$ cat config.mk
export PLATFORM = sky130hd
export DESIGN_NAME = alu_mult_seq
export DESIGN_NICKNAME = d
export VERILOG_FILES = /design/src/rtl/cpu_types_pkg.sv /design/src/rtl/alu_mult_seq.sv
export SDC_FILE = /design/constraint.sdc
export NUM_CORES = 1
export LEC_CHECK = 0
export CAP_MARGIN = 15
export CORE_ASPECT_RATIO = 0.9
export CORE_UTILIZATION = 27
export DETAILED_ROUTE_END_ITERATION = 10
export SLEW_MARGIN = 0
export SYNTH_ARGS = -nofsm -noshare
export SYNTH_HDL_FRONTEND = slang
export SYNTH_SLANG_ARGS = --single-unit
$ cat constraint.sdc
create_clock -name CLK -period 5.5 [get_ports CLK]
set_input_delay 1.65 -clock CLK [delete_from_list [all_inputs] [get_ports CLK]]
set_output_delay 1.65 -clock CLK [all_outputs]
set_load 0.01 [all_outputs]
$ cat src/rtl/cpu_types_pkg.sv
// Shared CPU datapath types: the machine word and the ALU operation encoding.
package cpu_types_pkg;

    parameter int unsigned WORD_W = 32;

    typedef logic [WORD_W-1:0] word_t;

    typedef enum logic [3:0] {
        ALU_SLL  = 4'h0,
        ALU_SRL  = 4'h1,
        ALU_ADD  = 4'h2,
        ALU_SUB  = 4'h3,
        ALU_AND  = 4'h4,
        ALU_OR   = 4'h5,
        ALU_XOR  = 4'h6,
        ALU_NOR  = 4'h7,
        ALU_SLT  = 4'h8,
        ALU_SLTU = 4'h9
    } aluop_t;

endpackage

$ cat src/rtl/alu_mult_seq.sv
// Iterative shift-add multiplier that borrows the shared ALU for every add and shift.
// Returns the low 32 bits of mcand*mplier; one iteration is three cycles (ADD, SHL, SHR).
module alu_mult_seq
    import cpu_types_pkg::*;
(
    input  logic   CLK,
    input  logic   nRST,
    input  logic   start,
    input  word_t  mcand,
    input  word_t  mplier,
    output logic   busy,
    output logic   done,
    output word_t  product,
    output aluop_t alu_op,
    output word_t  alu_a,
    output word_t  alu_b,
    input  word_t  alu_out
);

    typedef enum logic [2:0] {
        StIdle,
        StAdd,
        StShl,
        StShr,
        StDone
    } state_t;

    state_t state_q, state_d;
    word_t  acc_q, acc_d;
    word_t  mc_q, mc_d;
    word_t  mp_q, mp_d;

    always_ff @(posedge CLK or negedge nRST) begin
        if (!nRST) begin
            state_q <= StIdle;
            acc_q   <= '0;
            mc_q    <= '0;
            mp_q    <= '0;
        end else begin
            state_q <= state_d;
            acc_q   <= acc_d;
            mc_q    <= mc_d;
            mp_q    <= mp_d;
        end
    end

    always_comb begin
        state_d = state_q;
        acc_d   = acc_q;
        mc_d    = mc_q;
        mp_d    = mp_q;
        alu_op  = ALU_ADD;
        alu_a   = '0;
        alu_b   = '0;
        busy    = 1'b1;
        done    = 1'b0;

        unique case (state_q)
            StIdle: begin
                busy = 1'b0;
                if (start) begin
                    acc_d   = '0;
                    mc_d    = mcand;
                    mp_d    = mplier;
                    state_d = (mplier != '0) ? StAdd : StDone;
                end
            end
            StAdd: begin
                // Skipped partial products still present a benign 0+0 to the ALU.
                if (mp_q[0]) begin
                    alu_a = acc_q;
                    alu_b = mc_q;
                    acc_d = alu_out;
                end
                state_d = StShl;
            end
            StShl: begin
                alu_op  = ALU_SLL;
                alu_a   = mc_q;
                alu_b   = 32'd1;
                mc_d    = alu_out;
                state_d = StShr;
            end
            StShr: begin
                // Multiplier running out of set bits ends the loop; no iteration counter.
                alu_op  = ALU_SRL;
                alu_a   = mp_q;
                alu_b   = 32'd1;
                mp_d    = alu_out;
                state_d = (alu_out != '0) ? StAdd : StDone;
            end
            StDone: begin
                done    = 1'b1;
                state_d = StIdle;
            end
            default: begin
                state_d = StIdle;
            end
        endcase
    end

    assign product = acc_q;

    a_done_busy: assert property (@(posedge CLK) disable iff (!nRST) done |-> busy);
    a_done_pulse: assert property (@(posedge CLK) disable iff (!nRST) done |=> !done);

endmodule

; After elaboration in Yosys (flattened, before gate mapping)
; Index checks and enable logic that the tools add are counted.
[classes]
n_mux = 18
eq_ne = 6
n_reduce_logical = 10
[op_table]
columns = cell, count
row1 = one-hot mux 32 bit (2 select lines), 4
row2 = 2-to-1 mux 32 bit, 6
row3 = one-hot mux 32 bit (3 select lines), 1
row4 = nonzero test 32 bit, 2
row5 = one-hot mux 3 bit (4 select lines), 1
row6 = 2-to-1 mux 3 bit, 3
row7 = "equality test 3 x 2 -> 1 bit, second input constant", 2
row8 = nonzero test 2 bit, 3
row9 = "inequality test 2 bit, second input constant", 2
row10 = one-hot mux 2 bit (2 select lines), 1
row11 = AND reduction 2 bit, 2
row12 = "equality test 3 x 1 -> 1 bit, second input constant", 1
row13 = "equality test 3 bit, second input constant", 1
row14 = zero test 3 bit, 1
row15 = AND reduction 3 bit, 1
row16 = 2-to-1 mux 1 bit, 2
row17 = OR reduction 2 bit, 1
[word_totals]
output_inout_bits = 102
inputBits = 99
register_bits = 99

; Logic depth before layout (Yosys ltp)
[depth]
depth_word = 4
ltp_mapped = 7
ltp_nobuf = 4

; Worst setup path before layout
; Ideal clock, no wire load.
[synth_path]
path_type = register to output
from = reg state_q[0]
to = out alu_a[10]
t_arrival_ns = 1.386
path_slack_ns = 2.464
required_time_ns = 3.850
path_stages_with_launch = 7
path_cell_list = dfrtp_1 > buf_2 > nor4bb_1 > buf_2 > buf_1 > nand2_1 > o21ai_0
[synth_between]
elab_chain_len = 2
[synth_lines]
columns = element, line_no
row1 = "start, declared", alu_mult_seq.sv:28  ; state_t state_q, state_d;
row2 = "start signal, assigned", alu_mult_seq.sv:35  ; state_q <= StIdle;
row3 = "start signal, assigned", alu_mult_seq.sv:40  ; state_q <= state_d;
row4 = equality test 3 x 2 -> 1 bit / equality test 3 x 1 -> 1 bit (equally long branches), alu_mult_seq.sv:58  ; unique case (state_q)
row5 = one-hot mux 32 bit (3 select lines) *, alu_mult_seq.sv:58
row6 = "end, declared", alu_mult_seq.sv:15  ; output word_t alu_a,
; Mark *: on every way between the ends. The rest lies on a longest branch, timed or not.

; Final worst setup path
[layout_path]
from = reg state_q[1]
to = out alu_a[6]
; Same word-level chain as after synthesis.

==> qor.yml <==
place_ws_ns: 1.229
avgSynthCellArea_um2: 8.935
worst_setup_path_start_kind: "flop"
postCtsSetupRepairBufs: 0
clkSinkCount: 99
ys_seq_elements: 99
area_growth_pct: 45.03
n_antenna_cell: 0
worstPathCellList: "nor4bb_4 -> buf_4 -> nand2_1 -> o21ai_0 -> clkdlybuf4s50_1"
routedWlPerCell_um: 17.69
slew_headroom_pct: 36.24
drive_above_1_share_pct: 4.082
drtPass1Iterations: 4
vdd_drop_max_uv: 113.8
viasPerCell: 4.766
dieArea_um2: 20690
syn-cell-area_um2: 5433
worst_path_max_delay_cell: "nor4bb_4"
setup_ws_ns: 0.9333
grt-ovfl-total: 0
die_w_um: 151.5
tritoncts: "done"
cts_buffers: 9
initial_core_util_pct: 27.92
crit_buf_inv: 2
hpwl_mm: 12.78
grt_antenna_before_repair: 0
groute.usage.overall_pct: 18.21
die_h_um: 136.6
hold_violations: 0
cp-end-kind: "output pin"
path_class: "reg -> out"
hp-class: "reg -> reg"
place_congestion: 0.7752
p_per_area_nw_per_um2: 238.8
clk_pin_slew_ns: 0.07
setup_viol: 0
ant_nets: 0
min_period_ns: 4.567
grt_pass1_vias: 4872
cp_top_family: "simple AND/OR/NAND/NOR gates"
drtIter0Drc: 216
io_pins: 201
synth_ff_type: "dfrtp_1"
clock_skew_ns: 0.009144
worst_pin_slew_ns: 0.9550
wirelength_mm: 18.29
final.setup.tns_ns: 0
nets: 878
via_count: 4928
cts-root-buf: "clkbuf_16"
final_common_cell: "clkdlybuf4s50_1"
clk_latency_ns: 0.34
cts_hold_buf: 0
drcViolationCount: 0
cp.arrival_ns: 2.92
rsz0062_at_grt: "false"
ys_warn_count: 0
ys_seq_area_share_pct: 45.60
n_fill_cell: 1932
max_freq_ghz: 0.2190
dp_cells: 1018
final_max_slew_viol_count: 0
cts_resized: 0
cts_htree_levels: 3
synth_edf_count: 0
grt_pass1_wl_mm: 28.26
portBuffers: 198
clockBufferDepth: 2
grt_max_degree: 65
p_leak_uw: 0.002933
cp.required_ns: 3.85
coreArea_um2: 19460
crit_fanout: 17
async_flop_share_pct: 100.0
fin_crit_sh_pct: 83.03
synthCells: 608
cpPeakStageDelay_ns: 0.91
drv_cap: 0
layout_common_cells: "197 x clkdlybuf4s50_1, 130 x nand2_1, 98 x dfrtp_1"
outcome: "completed"
core.rowCount: 48
ys_types: 33
fin_cells: 1034
## worst paths after layout
| kind | from | endpoint | slack, ns | depth (start not counted) |
|---|---|---|---|---|
| worst max-delay path | state_q[1] | alu_a[6] | 0.93 | 5 |
| worst min-delay path | product[4] | product[4] | 0.52 | 2 |
| worst max register to register | state_q[1] | mc_q[2] | 2.59 | 4 |
| worst min register to register | product[4] | product[4] | 0.52 | 2 |
| max in group asynchronous | nRST | mc_q[18] | 3.03 | 2 |
| min in group asynchronous | nRST | mc_q[16] | 1.37 | 1 |
## cell type report
cell class | count | area, um2 | area share (%)
multi-input cells | 459 | 2725 | 34.59
flip-flops and latches | 99 | 2479 | 31.46
repair buffers | 208 | 2067 | 26.23
well taps | 250 | 312.8 | 3.970
clock buffers | 12 | 236.5 | 3.001
clock inverters | 4 | 51.30 | 0.6511
inverters | 2 | 7.507 | 0.09528
## logic make-up (layout without fill, tap and decap cells)
logic type / Yosys count / count (layout) / synth area share, %
other cells: 1 / 2 / 0.06903
buf+inv: 51 / 226 / 4.928
mux: 96 / 96 / 17.71
flops: 99 / 99 / 45.60
simple gates: 230 / 230 / 19.41
compound gates: 130 / 130 / 12.11
xor+xnor: 1 / 1 / 0.1612
## sequential cells by signal (all words and copies together) (netlist names)
name     flops
mc_q        32
mp_q        32
product     32
state_q      3
## metrics by stage
stage               hold WS, ns  utilization, %  instance area (um2)  power, uW
finish                   0.5152           40.49                 7879       1882
global route             0.5325           40.49                 7879       1985
CTS                      0.5200           40.49                 7879       1909
detailed placement       0.5047           39.01                 7591       1267
global placement         0.4992           39.01                 7591       1261
floorplan                0.5285               -                 5436      985.8
## power by group
group / internal (uW) / switching, uW
registers: 809 / 69.9
logic: 220 / 150
clock network: 354 / 279
## cells in the mapped netlist, types with 6 or more instances
cell type	number	share of area, %
buf_2	13	1.2
o21ai_0	77	7.1
buf_6	6	1.2
o21ai_1	18	1.7
nor4_1	14	1.6
a21oi_1	33	3.0
clkbuf_1	20	1.4
mux2i_1	95	18
nand2_1	130	9.0
dfrtp_1	99	46
buf_1	6	0.41
nor2_1	36	2.5
and2_1	31	3.6
## worst min-delay path, cell delays in order, from the launching register on
cell     delay, ns
dfrtp_1       0.36
nand2_1       0.05
o21ai_0       0.07
## layer usage
metal  GRT usage, %  wire [um]
met5              0          0
met4          4.235        142
met3          3.667       1334
met2          28.94       8170
met1          25.35       8646
Power figures use the tool's default switching activity.
